==> src/rtl/usb_uart_tx_fifo.sv <==
// usb_uart_tx_fifo: byte FIFO that buffers CPU writes for the USB-UART
// bridge IN path. The bridge is fed one byte per uart_wr pulse, and the
// next pulse waits until the bridge's uart_busy has risen and fallen again.
//
// Ports:
//   clk          rising-edge clock for all state
//   reset_n      asynchronous active-low reset
//   cpu_wr       one-cycle write strobe from the CPU
//   cpu_data     byte written when cpu_wr is high
//   cpu_busy     FIFO full; the CPU must not write while it is high
//   bridge_wr    registered one-cycle pulse to the bridge's uart_wr
//   bridge_data  registered byte, valid while bridge_wr is high
//   bridge_busy  the bridge's uart_busy
//   level        occupancy, present only with USB_TX_LEVEL_EN defined
//
// Optional feature macro: USB_TX_LEVEL_EN adds the level output.

module usb_uart_tx_fifo #(
    parameter int DEPTH_LOG2 = 4
) (
    input  logic                clk,
    input  logic                reset_n,
    input  logic                cpu_wr,
    input  logic [7:0]          cpu_data,
    output logic                cpu_busy,
    output logic                bridge_wr,
    output logic [7:0]          bridge_data,
    input  logic                bridge_busy
`ifdef USB_TX_LEVEL_EN
    ,
    output logic [DEPTH_LOG2:0] level
`else
`endif
);

    localparam int DEPTH = 1 << DEPTH_LOG2;
    localparam logic [DEPTH_LOG2:0] FULL = (DEPTH_LOG2 + 1)'(DEPTH);

    typedef enum logic [1:0] {
        IDLE,
        SENT,
        HOLD
    } state_e;

    state_e                state_q, state_d;
    logic [DEPTH_LOG2-1:0] wr_ptr_q, wr_ptr_d;
    logic [DEPTH_LOG2-1:0] rd_ptr_q, rd_ptr_d;
    logic [DEPTH_LOG2:0]   count_q, count_d;
    logic                  bridge_wr_q, bridge_wr_d;
    logic [7:0]            bridge_data_q, bridge_data_d;
    logic [7:0]            mem_q [DEPTH];
    logic                  push;
    logic                  pop;

    // A write while full is simply dropped.
    assign cpu_busy = (count_q == FULL);
    assign push     = cpu_wr && !cpu_busy;

    // Drain FSM: SENT covers the cycle before the bridge raises busy,
    // HOLD waits for it to fall before the next pop is allowed.
    always_comb begin
        state_d       = state_q;
        rd_ptr_d      = rd_ptr_q;
        bridge_wr_d   = 1'b0;
        bridge_data_d = bridge_data_q;
        pop           = 1'b0;
        unique case (state_q)
            IDLE: begin
                if (count_q != '0 && !bridge_busy) begin
                    pop           = 1'b1;
                    bridge_data_d = mem_q[rd_ptr_q];
                    bridge_wr_d   = 1'b1;
                    rd_ptr_d      = rd_ptr_q + 1'b1;
                    state_d       = SENT;
                end
            end
            SENT: state_d = HOLD;
            HOLD: begin
                if (!bridge_busy) begin
                    state_d = IDLE;
                end
            end
            default: state_d = IDLE;
        endcase
    end

    always_comb begin
        wr_ptr_d = push ? wr_ptr_q + 1'b1 : wr_ptr_q;
        count_d  = count_q;
        unique case ({push, pop})
            2'b10:   count_d = count_q + 1'b1;
            2'b01:   count_d = count_q - 1'b1;
            default: count_d = count_q;
        endcase
    end

    always_ff @(posedge clk or negedge reset_n) begin
        if (!reset_n) begin
            state_q       <= IDLE;
            wr_ptr_q      <= '0;
            rd_ptr_q      <= '0;
            count_q       <= '0;
            bridge_wr_q   <= 1'b0;
            bridge_data_q <= 8'h00;
        end else begin
            state_q       <= state_d;
            wr_ptr_q      <= wr_ptr_d;
            rd_ptr_q      <= rd_ptr_d;
            count_q       <= count_d;
            bridge_wr_q   <= bridge_wr_d;
            bridge_data_q <= bridge_data_d;
        end
    end

    // Storage carries no reset; stale bytes are unreachable once the
    // pointers and count are cleared.
    always_ff @(posedge clk) begin
        if (push) begin
            mem_q[wr_ptr_q] <= cpu_data;
        end
    end

    assign bridge_wr   = bridge_wr_q;
    assign bridge_data = bridge_data_q;

`ifdef USB_TX_LEVEL_EN
    assign level = count_q;
`else
`endif

endmodule

==> config.mk <==
export PLATFORM = sky130hd
export DESIGN_NAME = usb_uart_tx_fifo
export DESIGN_NICKNAME = d
export VERILOG_FILES = /design/src/rtl/usb_uart_tx_fifo.sv
export SDC_FILE = /design/constraint.sdc
export NUM_CORES = 1
export LEC_CHECK = 0
export CAP_MARGIN = 5
export CORE_MARGIN = 2
export CORE_UTILIZATION = 25
export DETAILED_ROUTE_END_ITERATION = 10
export DONT_BUFFER_PORTS = 1
export MAX_ROUTING_LAYER = met4
export PLACE_DENSITY_LB_ADDON = 0.15
export SYNTH_ARGS = -nofsm -noshare
export SYNTH_HDL_FRONTEND = slang
export SYNTH_SLANG_ARGS = --single-unit
export TNS_END_PERCENT = 50
==> constraint.sdc <==
create_clock -name clk -period 3.2 [get_ports clk]
set_input_delay 0.64 -clock clk [delete_from_list [all_inputs] [get_ports clk]]
set_output_delay 0.64 -clock clk [all_outputs]
set_load 0.02 [all_outputs]
Yosys cells after proc, flatten, opt, wreduce, memory -nomap -nowiden --
Memory sizes are Yosys's and may differ from the RTL's. A register that Yosys moved wholly into a read port is not among the register bits. Index checks and enable logic that the tools add are counted.
Storage, ports and cells: flip-flop bits (word level) 16, memory bits (writable) 128, input bits 12, output and inout port bits 10, logic and storage cells 35, memories 1
Memory list:
- mem_q | words 16, bits a word 8, rd ports 1, clocked after Yosys merged registers in 1, wr ports 1, line 51 | logic [7:0] mem_q [DEPTH];
Operators by class: $add $sub $neg 4, equality and inequality tests 7, mux-type cells 8, reduce and logical (&&, ||, !) cells 10
Operators by type and width (number):
- one-hot mux 5 bit (2 select lines) | 1
- adder 4 x 1 -> 4 bit, second input constant | 2
- one-hot mux 2 bit (3 select lines) | 1
- adder 5 x 1 -> 5 bit, second input constant | 1
- equality test 5 bit, second input constant | 1
- nonzero test 5 bit | 1
- subtractor 5 x 1 -> 5 bit, second input constant | 1
- equality test 2 x 1 -> 1 bit, second input constant | 2
- equality test 2 bit, second input constant | 2
- 2-to-1 mux 1 bit | 4
- 2-to-1 mux 2 bit | 2
- != test 2 bit, second input constant | 2
- AND reduction 2 bit | 2
- logical NOT 1 bit | 3
- logical AND 1 bit | 2
- logical NOT 2 bit | 1
- nonzero test 2 bit | 1

Depth between registers and ports, before layout --
word-level depth 6, mapped depth 12

Worst setup path before layout --
OpenSTA, ideal clock, no wires.
path kind reg-to-reg, start point reg count_q[1], end point reg count_q[4], library setup time 0.105 ns, data arrival time 2.520 ns, required time 3.095 ns, path slack 0.574 ns, cell stages (with the launch flop) 12, buffers on the path 1, clock period less this slack 2.626 ns, cells stage by stage dfrtp_1 > nor4_2 > a2111o_1 > inv_1 > ha_1 > clkbuf_1 > xor2_1 > ha_1 > o211a_1 > o21ai_0 > o41ai_1 > nor4b_1
On the way: cells in the longest elaborated chain, start to end 6
Ends and longest elaborated chain:
- start: declaration | line 48 | logic [DEPTH_LOG2:0] count_q, count_d;
- start signal: assignment | line 109 | count_q <= count_d;
- nonzero test 5 bit * | line 69 | if (count_q != '0 && !bridge_busy) begin
- logical AND 1 bit * | line 69
- 2-to-1 mux 1 bit * (2 in a row)
- named net bridge_wr_d | line 49 | logic bridge_wr_q, bridge_wr_d;
- equality test 2 x 1 -> 1 bit / equality test 2 bit (equally long branches) | line 90 | unique case ({push, pop})
- one-hot mux 5 bit (2 select lines) / nonzero test 2 bit (equally long branches)
Mark *: on every way through the listed nets, which the timed path passes. The rest lies on a longest branch. A chain may end at the register's enable or synchronous reset.

Worst setup path in the final report --
Same ends and word-level chain as after synthesis.

==> flow_metrics.env <==
export IMPL_grt_pass1_vias=3055
export IMPL_crit_fanout=9
export IMPL_internal_power_mw=4.47
export IMPL_clockBufferDepth=2
export IMPL_initial_core_util_pct=25.5
export IMPL_antenna_found_initial=0
export IMPL_swShare_pct=31.0
export IMPL_use_met1_pct=13.9
export IMPL_leakagePower_nw=2.49
export IMPL_hold_viol=0
export IMPL_die_w_um=162
export IMPL_max_cap_viol_count=0
export IMPL_synthToLayoutAreaGrowth_pct=17.0
export IMPL_initialDrtViolationCount=180
export IMPL_grt_overflow_total=0
export IMPL_synth_mux_area_share_pct=15.6
export IMPL_r2r_start="count_q[1]"
export IMPL_endpoint_kind="flip-flop"
export IMPL_insertion_delay_ns=0.42
export IMPL_cts_sinks=152
export IMPL_io_pins=22
export IMPL_post_cts_buffers=0
export IMPL_core_area_um2=24400
export IMPL_std_cell_rows=57
export IMPL_cts_max_level=4
export IMPL_fin_cells=693
export IMPL_drive_gt1_share_pct=23.8
export IMPL_synth_top_family_by_area="multiplexers"
export IMPL_peakVddDrop_v=0.000441
export IMPL_syn_num_nets=354
export IMPL_die_h_um=162
export IMPL_place_ws_ns=0.448
export IMPL_fmaxAchievable_mhz=369
export IMPL_synth_edf_count=128
export IMPL_use_met3_pct=2.27
export IMPL_final_nets=377
export IMPL_gp_congestion=0.702
export IMPL_power_density_nw_per_um2=891
export IMPL_worstPathRequired_ns=3.51
export IMPL_synth_ff_type="edfxtp_1"
export IMPL_drt_total_wl_mm=12.9
export IMPL_firstDrtPassIters=4
export IMPL_drc=0
export IMPL_outcome="finished clean"
export IMPL_dp_cells=660
export IMPL_multi_input_area_um2=1620
export IMPL_n_antenna_cell=0
export IMPL_grt_pass1_wl_mm=19.3
export IMPL_p_sw_mw=2.01
export IMPL_setup_viol=0
export IMPL_cts_root_buf="clkbuf_16"
export IMPL_vias=2945
export IMPL_grtUsageMet2_pct=16.3
export IMPL_cts_inserted_buffers=17
export IMPL_tightest_slew_ns=0.537
export IMPL_slew_viol_final=0
export IMPL_dieArea_um2=26200
export IMPL_post_route_period_util_pct=84.8
export IMPL_seqCellArea_um2=4450
export IMPL_tns_ns=0
export IMPL_grt_busiest_layer="met2"
export IMPL_grt_max_degree=36
export IMPL_tritoncts="built"
export IMPL_hpwl_mm=7.93
export IMPL_critical_path_class="flip-flop to flip-flop"
export IMPL_clk_pin_slew_ns=0.06
export IMPL_ant_nets=0
export IMPL_synth_xor_xnor_area_share_pct=1.41
export IMPL_relSlewSlack_pct=64.2
export IMPL_synth_compound_gate_area_share_pct=2.91
export IMPL_avgSynthCellArea_um2=18.7
export IMPL_yosysTopAreaCell="edfxtp_1"
export IMPL_arrival_ns=3.02
export IMPL_final_min_clock_period_ns=2.71
export IMPL_r2r_end="count_q[4]"
export IMPL_ys_seq_elements=152
export IMPL_startpoint_type="flip-flop"
export IMPL_grt_usage_pct=10.7
export IMPL_via_per_inst=4.25
export IMPL_synthCells=333
export IMPL_r2r_cells=10
export IMPL_nFillCells=2404
export IMPL_synth_top_area_share_pct=61.7
export IMPL_ys_top_cells_by_area="edfxtp_1 62%, dfrtp_1 9.6%, mux4_2 8.7%"
export IMPL_yosysUniqueCellTypes=41
export IMPL_rsz0062_at_grt="no"
export IMPL_ff2ff_setup_slack_ns=0.49
export IMPL_pwr_share_seq_pct=43.2
export IMPL_synth_simple_area_share_pct=4.34
export IMPL_synthAdderAreaFrac_pct=1.81
export IMPL_skew_ns=0.00912
export IMPL_hold_path_class="input port to asynchronous set/reset pin"
export IMPL_power_frac_clock_pct=30.9
export IMPL_worst_slack_ns=0.487
export IMPL_synth_warnings=0
export IMPL_syn_area_um2=6220
export IMPL_portBuffers=0
export IMPL_comb_power_share_pct=25.9
export IMPL_async_reset_ff_share_pct=15.8
export IMPL_routedWlPerCell_um=18.6
export IMPL_seq_area_frac_synth_pct=71.4
kinds of logic after synthesis:
kind of cell	Yosys count
DFF	152
and+or+nand+nor	56
muxes	53
AOI/OAI and AO/OA	27
buffers and inverters	26
xor gates and xnor gates	10
adders and majority gates	9
layer usage:
| layer | vias to the layer above | part of all wire [%] | routed length [um] |
|---|---|---|---|
| met5 | - | 0 | 0 |
| met4 | 0 | 1.9 | 238 |
| met3 | 18 | 2.3 | 296 |
| met2 | 38 | 47 | 6020 |
| met1 | 1531 | 49 | 6300 |
| li1 | 1358 | - | - |
worst max path at each step:
| stage | startpoint | to | slack [ns] | cells after the start |
|---|---|---|---|---|
| after global placement | count_q[1] | count_q[4] | 0.52 | 10 |
| after floorplan | count_q[1] | count_q[4] | 0.57 | 11 |
| after global routing | count_q[1] | count_q[4] | 0.26 | 10 |
| after CTS | count_q[1] | count_q[4] | 0.46 | 10 |
| after detailed placement | count_q[1] | count_q[4] | 0.45 | 10 |
| final | count_q[1] | count_q[4] | 0.49 | 10 |
flip-flops by register name (all words and copies together), names as in the netlist:
name         count
bridge_wr        1
rd_ptr_q         4
wr_ptr_q         4
state_q          2
count_q          5
mem_q          128
bridge_data      8
final cells by class:
type / count / share of cell area [%]
tap: 324 / 5.57
inverter: 8 / 0.412
timing repair buffer: 22 / 2.61
sequential: 152 / 61.0
multi-input combinational: 155 / 22.3
clock inverter: 14 / 2.22
clock buffer: 18 / 5.89
power by group through the flow:
| stage | Combinational [mW] | Clock, mW | Sequential, mW |
|---|---|---|---|
| finish | 1.68 | 2.01 | 2.80 |
| global route | 1.85 | 2.14 | 2.84 |
| CTS | 1.73 | 2.07 | 2.81 |
| detailed placement | 1.72 | 0 | 2.85 |
| global placement | 1.71 | 0 | 2.84 |
| floorplan | 1.43 | 0 | 2.68 |
layout by cell type (no fill, tap or decap), types with 4 or more instances in the layout:
cell and n:
buf_4 20, nor2_1 16, inv_1 8, mux2_2 7
inv_6 6, nor3_1 4, xnor2_1 7, mux2i_1 14
nor2b_1 5, mux4_1 8, clkbuf_16 17, ha_1 9
nand2_1 18, edfxtp_1 128, mux4_2 24, a21oi_1 5
o21ai_0 10, dfrtp_1 22
critical path, stage by stage, from the launching register on:
cell and delay (ns):
dfrtp_1 0.46, nor4_2 0.43, a2111o_1 0.22, inv_1 0.10, ha_1 0.24, buf_4 0.17, ha_1 0.32, o211a_1 0.14
o21ai_0 0.14, o41ai_1 0.09, nor4b_1 0.30
cell usage after synthesis, drive strengths merged, types with 7 or more instances:
master and number:
buf 14, dfrtp 24, edfxtp 128, ha 9, inv 8, mux2 7
mux2i 14, mux4 32, nand2 18, nor2 16, o21ai 11, xnor2 7
per-stage QoR:
step / utilization (%) / hold slack, ns / cell area, um^2 / power [mW]
2_1_floorplan: - / 0.344 / 6220 / 4.11
3_3_place_gp: 27.4 / 0.346 / 6670 / 4.55
3_5_place_dp: 27.4 / 0.346 / 6670 / 4.56
4_1_cts: 29.9 / 0.0151 / 7280 / 6.61
5_1_grt: 29.9 / 0.0207 / 7280 / 6.83
6_report: 29.9 / 0.0320 / 7280 / 6.49
timing repair:
item / CTS / global route
gates resized for setup: 0 / 0
hold buffers: 1 / 0
hold endpoints to repair: 24 / 0
Note: power is estimated with default switching activity, not from simulation.
